### src/rtl/pipe_hazard_ctrl_pkg.sv
// pipe_hazard_ctrl_pkg: shared pipeline definitions for the hazard controller.
// Holds the FSM state encoding, the divide latency default, the freeze
// counter width and a saturating increment helper for the stall counter.
package pipe_hazard_ctrl_pkg;

  typedef enum logic {
    RUN      = 1'b0,
    DIV_BUSY = 1'b1
  } hz_state_t;

  localparam int DIV_LATENCY_DEFAULT = 32;

  // Wide enough for the largest legal latency (63).
  localparam int CNT_W = 6;

  localparam logic [15:0] STALL_MAX = 16'hFFFF;

  function automatic logic [15:0] sat_inc16(input logic [15:0] value);
    return (value == STALL_MAX) ? value : value + 16'd1;
  endfunction

endpackage

### src/rtl/pipe_hazard_ctrl_loaduse_detect.sv
// loaduse_detect: flags a load in EXE whose destination feeds a source
// register read by the instruction in ID. A load into x0 never creates a
// hazard because x0 is hard-wired to zero.
module loaduse_detect (
  input  logic       exe_is_load,
  input  logic       exe_wr_en,
  input  logic [4:0] exe_rd,
  input  logic [4:0] id_rs1,
  input  logic [4:0] id_rs2,
  input  logic       id_uses_rs1,
  input  logic       id_uses_rs2,
  output logic       lu
);

  logic rs1_hit;
  logic rs2_hit;

  // Compare each live source operand against the load destination.
  always_comb begin
    rs1_hit = id_uses_rs1 & (id_rs1 == exe_rd);
    rs2_hit = id_uses_rs2 & (id_rs2 == exe_rd);
    lu      = exe_is_load & exe_wr_en & (exe_rd != 5'd0) & (rs1_hit | rs2_hit);
  end

endmodule

### src/rtl/pipe_hazard_ctrl.sv
// pipe_hazard_ctrl: pipeline stall/flush controller.
// Resolves, in priority order, the divide freeze, taken-branch flush and
// load-use bubble, and counts cycles in which fetch is held.
// Optional feature macro: PIPE_HAZARD_DIV_EN enables the iterative divider
// freeze (RUN/DIV_BUSY FSM, freeze counter, div_start and busy). Without it
// exe_is_div is ignored and div_start/busy are tied low.
module pipe_hazard_ctrl
  import pipe_hazard_ctrl_pkg::*;
#(
  parameter int DIV_LATENCY = DIV_LATENCY_DEFAULT
) (
  input  logic        clk,
  input  logic        nrst,
  input  logic [4:0]  id_rs1,
  input  logic [4:0]  id_rs2,
  input  logic        id_uses_rs1,
  input  logic        id_uses_rs2,
  input  logic [4:0]  exe_rd,
  input  logic        exe_is_load,
  input  logic        exe_wr_en,
  input  logic        exe_is_div,
  input  logic        exe_branch_taken,
  output logic        if_id_en,
  output logic        if_id_flush,
  output logic        id_exe_en,
  output logic        id_exe_flush,
  output logic        exe_mem_en,
  output logic        div_start,
  output logic        busy,
  output logic [15:0] stall_cycles
);

  logic lu;
  logic div_take;

  loaduse_detect u_loaduse_detect (
    .exe_is_load (exe_is_load),
    .exe_wr_en   (exe_wr_en),
    .exe_rd      (exe_rd),
    .id_rs1      (id_rs1),
    .id_rs2      (id_rs2),
    .id_uses_rs1 (id_uses_rs1),
    .id_uses_rs2 (id_uses_rs2),
    .lu          (lu)
  );

`ifdef PIPE_HAZARD_DIV_EN
  // The start cycle is the first freeze cycle, so the counter covers the rest.
  localparam logic [CNT_W-1:0] DIV_LOAD = CNT_W'(DIV_LATENCY - 1);

  hz_state_t        state;
  logic [CNT_W-1:0] div_cnt;
  logic             div_done;

  // div_done masks exe_is_div for one cycle so the finished divide can leave EXE.
  assign div_take = (state == RUN) & exe_is_div & ~div_done;
  assign busy     = (state == DIV_BUSY);

  // Divide freeze FSM: load the counter on start, count down, release at zero.
  always_ff @(posedge clk) begin
    if (!nrst) begin
      state    <= RUN;
      div_cnt  <= '0;
      div_done <= 1'b0;
    end else begin
      case (state)
        RUN: begin
          div_done <= 1'b0;
          if (div_take) begin
            div_cnt <= DIV_LOAD;
            state   <= DIV_BUSY;
          end
        end
        DIV_BUSY: begin
          div_cnt <= div_cnt - 1'b1;
          if (div_cnt == CNT_W'(1)) begin
            state    <= RUN;
            div_done <= 1'b1;
          end
        end
        default: begin
          state <= RUN;
        end
      endcase
    end
  end
`else
  logic             div_in_unused;
  logic [CNT_W-1:0] div_cfg_unused;

  assign div_in_unused  = exe_is_div;
  assign div_cfg_unused = CNT_W'(DIV_LATENCY - 1);
  assign div_take       = 1'b0;
  assign busy           = 1'b0;
`endif

  // Mealy control outputs: reset and freeze hold everything, then branch beats load-use.
  always_comb begin
    if_id_en     = 1'b0;
    if_id_flush  = 1'b0;
    id_exe_en    = 1'b0;
    id_exe_flush = 1'b0;
    exe_mem_en   = 1'b0;
    div_start    = 1'b0;
    if (!nrst || busy) begin
      div_start = 1'b0;
    end else if (div_take) begin
      div_start = 1'b1;
    end else if (exe_branch_taken) begin
      if_id_en     = 1'b1;
      id_exe_en    = 1'b1;
      exe_mem_en   = 1'b1;
      if_id_flush  = 1'b1;
      id_exe_flush = 1'b1;
    end else if (lu) begin
      id_exe_en    = 1'b1;
      exe_mem_en   = 1'b1;
      id_exe_flush = 1'b1;
    end else begin
      if_id_en   = 1'b1;
      id_exe_en  = 1'b1;
      exe_mem_en = 1'b1;
    end
  end

  // Count every cycle in which fetch is held, saturating at the top.
  always_ff @(posedge clk) begin
    if (!nrst) begin
      stall_cycles <= 16'd0;
    end else if (!if_id_en) begin
      stall_cycles <= sat_inc16(stall_cycles);
    end
  end

endmodule

### config.mk
export PLATFORM = sky130hd
export DESIGN_NAME = pipe_hazard_ctrl
export DESIGN_NICKNAME = d
export VERILOG_FILES = /design/src/rtl/pipe_hazard_ctrl_pkg.sv /design/src/rtl/pipe_hazard_ctrl_loaduse_detect.sv /design/src/rtl/pipe_hazard_ctrl.sv
export SDC_FILE = /design/constraint.sdc
export NUM_CORES = 1
export LEC_CHECK = 0
export BUFFER_PORTS_ARGS = -buffer_cell sky130_fd_sc_hd__buf_2
export CORE_MARGIN = 3
export CORE_UTILIZATION = 51
export CTS_BUF_LIST = sky130_fd_sc_hd__clkbuf_8 sky130_fd_sc_hd__clkbuf_16
export CTS_CLUSTER_DIAMETER = 100
export DETAILED_ROUTE_END_ITERATION = 6
export PLACE_DENSITY = 0.84
export SYNTH_ARGS = -nofsm -noshare
export SYNTH_HDL_FRONTEND = slang
export SYNTH_SLANG_ARGS = --single-unit
### constraint.sdc
create_clock -name clk -period 5.5 [get_ports clk]
set_input_delay 0.825 -clock clk [delete_from_list [all_inputs] [get_ports clk]]
set_output_delay 0.825 -clock clk [all_outputs]
set_load 0.03 [all_outputs]
* After elaboration in Yosys (flattened, before gate mapping)
Index checks and enable logic that the tools add are counted.
Cells by class: $add $sub $neg 1, equality and inequality tests 3, muxes and demuxes 9, bitwise logic cells 8, reduce and logical (&&, ||, !) cells 2
Operators by type and width (number):
- $add A16 B1 Y16 const B | 1
- $eq A16 B16 Y1 const B | 1
- $eq A5 B5 Y1 | 2
- $mux W1 | 9
- $and A1 B1 Y1 | 5
- $reduce_bool A5 Y1 | 1
- $not A1 Y1 | 2
- $reduce_and A2 Y1 | 1
- $or A1 B1 Y1 | 1
Word-level totals: register bits after elaboration 16, input bits 23, output and inout bits 23, logic and storage cells 24

* Logic depth before layout (Yosys ltp)
Gate-level depths: netlist of the first run.
depth after elaboration 9, mapped depth 7, mapped depth without buffers 6

* Modules after synthesis
A second synthesis of the first run with hierarchy kept.
Second synthesis, totals: cells, all modules 126, area total of the unflattened synthesis 1077.3 um2
Modules (own cells, without submodules):
- pipe_hazard_ctrl | instances 1, cells an instance 109, area each 942.2 um2, sequential area each 320.3 um2
- loaduse_detect | instances 1, cells an instance 17, area each 135.1 um2, sequential area each 0.0 um2

* Least setup slack after synthesis of the first run
No wires, ideal clock.
path kind in2out, start in exe_rd[0], end out if_id_en, arrival 2.278 ns, data required time 4.675 ns, path slack 2.397 ns, stages on the path 6, path buffers 1, cell sequence or3_1 o311a_1 nand2b_1 buf_2 nor2_1 nor2_1
On the way: cells in the longest elaborated chain, start to end 7, elaborated cells between the ends (all ways) 11, classes of those cells 2 x eq/ne; 3 x mux; 5 x bitwise; 1 x reduce/logical
RTL lines:
- start, declared | line pipe_hazard_ctrl.sv:18 | input logic [4:0] exe_rd,
- $eq A5 B5 Y1 (on tied branches) | line pipe_hazard_ctrl_loaduse_detect.sv:20, pipe_hazard_ctrl_loaduse_detect.sv:21
- $and A1 B1 Y1 (on tied branches) | line pipe_hazard_ctrl_loaduse_detect.sv:20, pipe_hazard_ctrl_loaduse_detect.sv:21
- $or A1 B1 Y1 | line pipe_hazard_ctrl_loaduse_detect.sv:22 | lu = exe_is_load & exe_wr_en & (exe_rd != 5'd0) & (rs1_hit | rs2_hit);
- $and A1 B1 Y1 (*) | line pipe_hazard_ctrl_loaduse_detect.sv:22
- $mux W1 (*) | line pipe_hazard_ctrl.sv:115 | end else if (lu) begin
- $mux W1 (*) | line pipe_hazard_ctrl.sv:109 | end else if (exe_branch_taken) begin
- $mux W1 (*) | line pipe_hazard_ctrl.sv:105 | if (!nrst || busy) begin
- end, declared | line pipe_hazard_ctrl.sv:23 | output logic if_id_en,
Mark *: on every way between the ends. The rest lies on a longest branch, timed or not.

* Worst setup path after layout of the first run
Ends and elaborated chain as after synthesis.

==> summary.md, run 1 <==
| Metric | Value |
|---|---|
| Setup violators final | `0` |
| GRT Total Usage | `22.4%` |
| Max FFs per register | `16` |
| Crit path max fanout | `12` |
| WHS Path Cells | `2` |
| Final WS setup | `approximately 2.2 ns` |
| Clock buffer count from CTS | `3` |
| H-tree depth | `1` |
| Crit-path max cell delay | `0.37 ns` |
| Layout Skew | `0.00296 ns` |
| Post-CTS Hold Fix Bufs | `0` |
| Clock network power share | `36.8%` |
| Final layout net count | `198` |
| GPL Wtd Cong | `0.804` |
| Total gr overflow | `0` |
| Initial DRC count | `29` |
| Max-slew headroom | `37.1%` |
| Final min period | `about 3.3 ns` |
| Total negative setup slack | `0 ns` |
| Initial core utilization | `55.6%` |
| Tcrit/Tclk final | `59.3%` |
| DR pass1 iterations | `4` |
| Number of global-route vias before repair | `~1100` |
| Post-synthesis adder-cell area fraction | `roughly 1.1%` |
| Wire per inst | `15.6 um` |
| Register clock-pin slew on the reported worst setup and hold paths | `0.06 ns` |
| Worst vdd ir | `0.180 mV` |
| Yosys warnings | `0` |
| Mapped Area | `1120 um^2` |
| Simple-Gate Fraction of Synth Area | `32.7%` |
| Largest family of logic cells by synthesized area | `simple AND/OR/NAND/NOR gates` |
| Kind of critical path | `input pin to output port` |
| Largest net degree at the start of global routing | `33` |
| Final WL | `3110 um` |
| # Post-CTS Setup Buffers | `0` |
| Row Count | `16` |
| Worst Min Path Start | `stall_cycles[9]$_SDFFE_PN0P_` |
| Top reg by flops | `stall_cycles` |
| Gate Count Post-Synth | `roughly 140` |
| Number of synthesized flops with an enable pin | `0` |
| Internal | `0.179 mW` |
| Clock Tree Buf Depth | `2` |
| Leak pwr | `0.522 nW` |
| Post-Synth XOR/XNOR Area | `7.80%` |
| R2R setup slack | `3.47 ns` |
| Reg2reg end | `stall_cycles[12]$_SDFFE_PN0P_` |
| DP Area | `1310 um^2` |
| Inserted Diodes | `0` |
| RR Startpoint | `stall_cycles[0]$_SDFFE_PN0P_` |
| PortBufs | `42` |
| CTS tree | `built` |
| Status | `finished, final reports clean` |
| Slew Viols, Final | `0` |
| Combinational power share | `15.3%` |
| CP arrival | `2.43 ns` |
| Routed via count | `about 1200` |
| Largest regs | `stall_cycles x16` |
| Net Switching | `approximately 0.063 mW` |
| Crit. End Element | `output port` |
| Worst r2r path cells | `6` |
| Vias per inst | `6.06` |
| Register area share after synthesis | `28.5%` |
| Post-CTS Resized | `0` |
| CTS Root Cell | `clkbuf_8` |
| Post-synthesis compound-gate area fraction | `21.3%` |
| PnR Total Power | `around 0.24 mW` |
| CP max stage cell | `or3_1` |
| Clk sinks | `16` |
| Req. time, crit path | `4.68 ns` |
| HPWL Detailed | `2320 um` |
| Global-route wire length before repair | `4760 um` |
| Flop pwr share | `47.9%` |
| RSZ-0062 raised after global routing | `false` |
| Synth cell types | `41` |
| Synth Flop Type | `dfxtp_1` |
| I/O pin cnt | `46` |
| Fin. Hold Viols | `0` |
| Synth Register Bits | `16` |
| Worst Hold Class | `register to register` |
| MaxCap Viol Count | `0` |
| Worst-Skew Late Latency | `0.25 ns` |
| Final antenna-violating net count | `0` |
| Place WS | `2.26 ns` |
| Antenna violations before repair | `0` |
| Post-synthesis mux area share | `less than 1%` |
| Chip height | `52.9 um` |
| Cell area after layout | `1350 um^2` |
| Worst-Margin Slew | `0.943 ns` |
| Worst-path cell chain | `buf_2 > or3_1 > o311a_1 > nand2b_1 > nor2_1 > nor2_1 > buf_2` |
| Power Density | `about 180 nW/um^2` |
| Share of cells above drive strength 1 | `30.2%` |
| Total core area | `roughly 2000 um^2` |
| DR DRC count | `0` |
| Area grow syn2layout | `20.0%` |
| Sw Share | `26.2%` |
| Die width | `around 53 um` |
| Post-Syn Area per Cell | `8.20 um^2` |
| Asr flop ratio synth | `0%` |
| Setup crit start kind | `input pin` |
| F_max | `0.307 GHz` |
| Die area | `2800 um^2` |
| Worst hold path endpoint | `stall_cycles[9]$_SDFFE_PN0P_` |
## worst max-delay path: cells and delay by family
kind                   cells  cell delay [ns]
AND/OR/NAND/NOR            4             0.92
AO/OA/AOI/OAI              1             0.37
buffers and inverters      2             0.32
## through the flow
stage | std cells | utilization, % | hold slack, ns
after floorplan | 138 | - | 0.622
after global placement | 196 | 64.7 | 0.501
after detailed placement | 196 | 64.7 | 0.515
after CTS | 199 | 66.7 | 0.525
after global routing | 199 | 66.7 | 0.564
final | 199 | 66.7 | 0.523
## cells in the final DEF (no fill, tap or decap), drive strengths merged, types with 2 or more instances in the layout
cell type / instances
nand3b: 2
nor4: 5
nand2: 9
nor2: 3
o2111ai: 2
nand4: 7
or3: 4
a21oi: 13
o31ai: 11
nand2b: 2
buf: 42
nor3: 2
clkbuf: 3
inv: 5
dfxtp: 16
nand3: 6
xnor2: 10
o21ai: 3
conb: 2
or4: 12
## synthesized netlist by cell type, types with 2 or more instances
library cell | n | area [um^2]
dfxtp_1 | 16 | 320
a21oi_1 | 13 | 65.1
o31ai_1 | 11 | 82.6
or4_1 | 10 | 75.1
xnor2_1 | 10 | 87.6
nand2_1 | 9 | 33.8
nand3_1 | 6 | 30.0
buf_4 | 5 | 37.5
inv_1 | 5 | 18.8
nand4_1 | 5 | 31.3
nor4_1 | 4 | 25.0
or3_1 | 4 | 25.0
clkbuf_1 | 3 | 11.3
nor2_1 | 3 | 11.3
buf_2 | 2 | 10.0
nand2b_1 | 2 | 12.5
nand4_2 | 2 | 25.0
o2111ai_1 | 2 | 17.5
o21ai_0 | 2 | 10.0
or4_4 | 2 | 22.5
## cell type report
class                           instances  area, um^2
Clock buffer                            3        41.3
Fill cell                             177         673
Inverter                                5        18.8
Multi-Input combinational cell        106         724
Sequential cell                        16         320
Tap cell                               27        33.8
Timing Repair Buffer                   42         210
## power by group through the flow
stage	combinational [mW]	clock [mW]	sequential (mW)
after floorplan	0.0243	0	0.119
after global placement	0.0353	0	0.119
after detailed placement	0.0368	0	0.119
after CTS	0.0370	0.0888	0.116
after global routing	0.0400	0.0940	0.116
final	0.0370	0.0889	0.116
## logic make-up after synthesis
logic type	count (synthesis)
compound gates	36
other cells	1
fa+ha+maj	1
mux	1
simple gates	56
flops	16
buf+inv	16
xor+xnor	10
## layer usage
layer | vias to the layer above | track usage (%) | share of wire (%)
met2 | 46 | 40.9 | 52
met4 | 0 | 4.68 | 0.87
met1 | 558 | 25.6 | 40
met5 | - | 0 | 0
met3 | 5 | 6.20 | 6.3
li1 | 597 | - | -
## worst max-delay path by stage
stage / from / end / slack, ns / depth (start not counted)
after floorplan: exe_rd[0] / if_id_en / 2.40 / 6
after detailed placement: exe_rd[0] / if_id_en / 2.26 / 7
after global placement: exe_rd[0] / if_id_en / 2.28 / 7
after global routing: exe_rd[4] / if_id_en / 2.12 / 7
final: exe_rd[0] / if_id_en / 2.24 / 7
after CTS: exe_rd[0] / if_id_en / 2.24 / 7
Note: power is estimated with default switching activity, not from simulation.
==> run 2: changes to the inputs <==
--- a/config.mk
+++ b/config.mk
@@ -5,13 +5,14 @@
 export SDC_FILE = /design/constraint.sdc
 export NUM_CORES = 1
 export LEC_CHECK = 0
+export ABC_AREA = 1
 export BUFFER_PORTS_ARGS = -buffer_cell sky130_fd_sc_hd__buf_2
 export CORE_MARGIN = 3
-export CORE_UTILIZATION = 51
+export CORE_UTILIZATION = 48
 export CTS_BUF_LIST = sky130_fd_sc_hd__clkbuf_8 sky130_fd_sc_hd__clkbuf_16
 export CTS_CLUSTER_DIAMETER = 100
 export DETAILED_ROUTE_END_ITERATION = 6
-export PLACE_DENSITY = 0.84
+export PLACE_DENSITY = 0.79
 export SYNTH_ARGS = -nofsm -noshare
 export SYNTH_HDL_FRONTEND = slang
 export SYNTH_SLANG_ARGS = --single-unit
==> constraint.sdc (replaced) <==
create_clock -name clk -period 3 [get_ports clk]
set_input_delay 0.45 -clock clk [delete_from_list [all_inputs] [get_ports clk]]
set_output_delay 0.45 -clock clk [all_outputs]
set_load 0.03 [all_outputs]
==> run 2 against run 1 <==
  * Worst setup slack got worse by 1.3 ns
  * Sequential power increased by 85%
  * Routed wire length decreased by 15%
  * Largest cell class unchanged
  * Count of clock-buffer cells in the layout unchanged
==> summary.md, run 2 <==
| Metric | Value |
|---|---|
| Status | `finished, final reports clean` |
| Final min period | `2.02 ns` |
| Clock buffer count from CTS | `3 (unchanged)` |
| DR DRC count | `0 (unchanged)` |
| Initial core utilization | `52.4% (-3.2 points)` |
| F_max | `0.495 GHz` |
| MaxCap Viol Count | `0 (unchanged)` |
| RR Startpoint | `stall_cycles[1]$_SDFFE_PN0P_` |
| Layout Skew | `0.000688 ns (-0.00227 ns)` |
| Asr flop ratio synth | `0% (unchanged)` |
| Setup violators final | `0 (unchanged)` |
| Worst Min Path Start | `stall_cycles[2]$_SDFFE_PN0P_` |
| CTS tree | `built` |
| Routed via count | `1325 (+9.9%)` |
| R2R setup slack | `1.37 ns (-2.10 ns)` |
| Yosys warnings | `0 (unchanged)` |
| FF/Latch Area | `320 um^2 (unchanged)` |
| WHS Path Cells | `2 (unchanged)` |
| Setup crit start kind | `input pin` |
| Row Count | `17 (+1)` |
| Post-CTS Resized | `0 (unchanged)` |
| Worst r2r path cells | `9 (+3)` |
| Number of global-route vias before repair | `1185 (+7.9%)` |
| Synth Register Bits | `16 (unchanged)` |
| Fin util | `62.9% (-3.9 points)` |
| CTS Root Cell | `clkbuf_8` |
| Inserted Diodes | `0 (unchanged)` |
| Gate Count Post-Synth | `205 (+50%)` |
| Total negative setup slack | `0 ns (unchanged)` |
| Layout fillers | `233 (+32%)` |
| Leak pwr | `0.756 nW (+45%)` |
| Inst Count DP | `269 (+37%)` |
| Largest regs | `stall_cycles x16` |
| Max FFs per register | `16 (unchanged)` |
| Final antenna-violating net count | `0 (unchanged)` |
| Vias per inst | `4.87 (-20%)` |
| Worst-path cell chain | `buf_2 > inv_1 > nor2_1 > nor2_1 > nand3_1 > nand2_2 > nand3_4 > nand2_2 > inv_1 > buf_2` |
| Post-Syn Area per Cell | `5.87 um^2 (-28%)` |
| Register area share after synthesis | `26.6% (-1.9 points)` |
| GRT Total Usage | `18.4% (-3.9 points)` |
| Multi-input logic area | `724 um^2 (unchanged)` |
| Synth cell types | `25 (-39%)` |
| Total core area | `2300 um^2 (+14%)` |
| Most frequent cells in the layout | `nand2_1 (61), buf_2 (42), nor2_1 (35)` |
| Mapped Area | `1200 um^2 (+7.1%)` |
| Worst Hold Class | `register to register` |
| Fin. Hold Viols | `0 (unchanged)` |
| Antenna violations before repair | `0 (unchanged)` |
| Kind of critical path | `input pin to output port` |
| Most frequent cell after synthesis | `nand2_1` |
| Most common cell after layout, fill and taps aside | `nand2_1` |
| CP Buf/Inv Count | `4 (+2)` |
| CP arrival | `1.57 ns (-0.86 ns)` |
| Worst hold path endpoint | `stall_cycles[2]$_SDFFE_PN0P_` |
| Post-CTS Hold Fix Bufs | `0 (unchanged)` |
| Power Density | `312 nW/um^2 (+74%)` |
| Final WL | `2650 um (-15%)` |
| PortBufs | `42 (unchanged)` |
| Crit-path max cell delay | `0.18 ns (-0.19 ns)` |
| DR pass1 iterations | `4 (unchanged)` |
| H-tree depth | `1 (unchanged)` |
| Total gr overflow | `0 (unchanged)` |
| Area grow syn2layout | `20.0% (about the same)` |
| HPWL Detailed | `2050 um (-12%)` |
| Req. time, crit path | `2.55 ns (-2.13 ns)` |
| Slew Viols, Final | `0 (unchanged)` |
| Clock Tree Buf Depth | `2 (unchanged)` |
| Register clock-pin slew on the reported worst setup and hold paths | `0.06 ns (about the same)` |
| Worst-Skew Late Latency | `0.25 ns (about the same)` |
| GPL Wtd Cong | `0.824 (+2.5%)` |
| Area share of the largest cell type after synthesis | `26.6% (-1.9 points)` |
| CP max stage cell | `nand2_2` |
| Chip height | `56.1 um (+5.9%)` |
| Synth area leader | `dfxtp_1` |
| Synth Flop Type | `dfxtp_1` |
| Crit path max fanout | `10 (-2)` |
| # Post-CTS Setup Buffers | `0 (unchanged)` |
| Final non-filler cell total | `272 (+37%)` |
| I/O pin cnt | `46 (unchanged)` |
| RSZ-0062 raised after global routing | `false` |
| Number of synthesized flops with an enable pin | `0 (unchanged)` |
| Crit. End Element | `output port` |
| Worst vdd ir | `0.291 mV (+62%)` |
| Wire per inst | `9.74 um (-38%)` |
| Most frequent cells after synthesis | `nand2_1 (61), nor2_1 (35), inv_1 (26)` |
| Crit path max-delay family | `simple AND/OR/NAND/NOR gates` |
| Largest net degree at the start of global routing | `22 (-33%)` |
| Top reg by flops | `stall_cycles` |
| Tcrit/Tclk final | `67.4%` |
| Die width | `56.1 um (+5.9%)` |
| Die area | `3140 um^2 (+12%)` |
| Share of cells above drive strength 1 | `24.2% (-6.1 points)` |
| Reg2reg end | `stall_cycles[10]$_SDFFE_PN0P_` |
| Clk sinks | `16 (unchanged)` |
| Top cells by area, synth | `dfxtp_1 (27%), nand2_1 (19%), nor2_1 (11%), inv_1 (8.1%), nand3_1 (7.9%)` |
| Initial DRC count | `48 (+66%)` |
| Global-route wire length before repair | `4800 um (+0.71%)` |
| Final layout net count | `270 (+36%)` |
[run 2: changes by cell type after synthesis, sizes merged, moves of 10 or more]
cell,change
inv,+24
nand2,+54
nand3,+14
nor2,+37
o31ai,-11
or4,-12
xnor2,-10
[run 2: worst min-delay path, stage by stage, from the launching register on]
cell and delay (ns):
dfxtp_1 0.34, nor2_1 0.11, nor2_1 0.05
[run 2: power by group]
part | switching [mW] | internal, mW
logic | 0.0470 | 0.0262
clock network | 0.0735 | 0.0892
registers | 0.00116 | 0.214
total | 0.122 | 0.329
[run 2: cell type report]
class                           instances  area share, %
Multi-Input combinational cell        153           50.2
Clock buffer                            3           2.86
Tap cell                               28           2.43
Sequential cell                        16           22.2
Inverter                               30           7.80
Timing Repair Buffer                   42           14.6
[run 2: worst max path at each step]
stage / from / endpoint / cells after the start
after floorplan: stall_cycles[1]$_SDFFE_PN0P_ / stall_cycles[10]$_SDFFE_PN0P_ / 9
after global placement: exe_rd[2] / if_id_en / 10
after detailed placement: exe_rd[3] / if_id_en / 10
after CTS: exe_rd[3] / if_id_en / 10
after global routing: exe_rd[2] / if_id_en / 11
final: exe_rd[3] / if_id_en / 10
[run 2: cell families after synthesis]
family / after synthesis / synth area share, %
AOI/OAI and AO/OA: 17 / 7.59
buffers and inverters: 37 / 13.5
adders and majority gates: 1 / 1.04
other: 1 / 0.312
and+or+nand+nor: 133 / 50.9
DFF: 16 / 26.6
[run 2: metrics by stage]
step | power [mW] | worst slack (ns) | instance area, um^2 | hold slack [ns]
detailed placement | 0.293 | 0.976 | 1400 | 0.524
global placement | 0.292 | 1.00 | 1400 | 0.520
CTS | 0.458 | 0.981 | 1440 | 0.535
floorplan | 0.270 | 1.28 | 1210 | 0.637
finish | 0.451 | 0.979 | 1440 | 0.534
global route | 0.476 | 0.851 | 1440 | 0.582
[run 2: layer usage]
layer	wire length, um	track usage (%)
met4	38	6.10
met2	1220	30.2
met5	0	0
met1	1220	23.6
met3	166	4.41
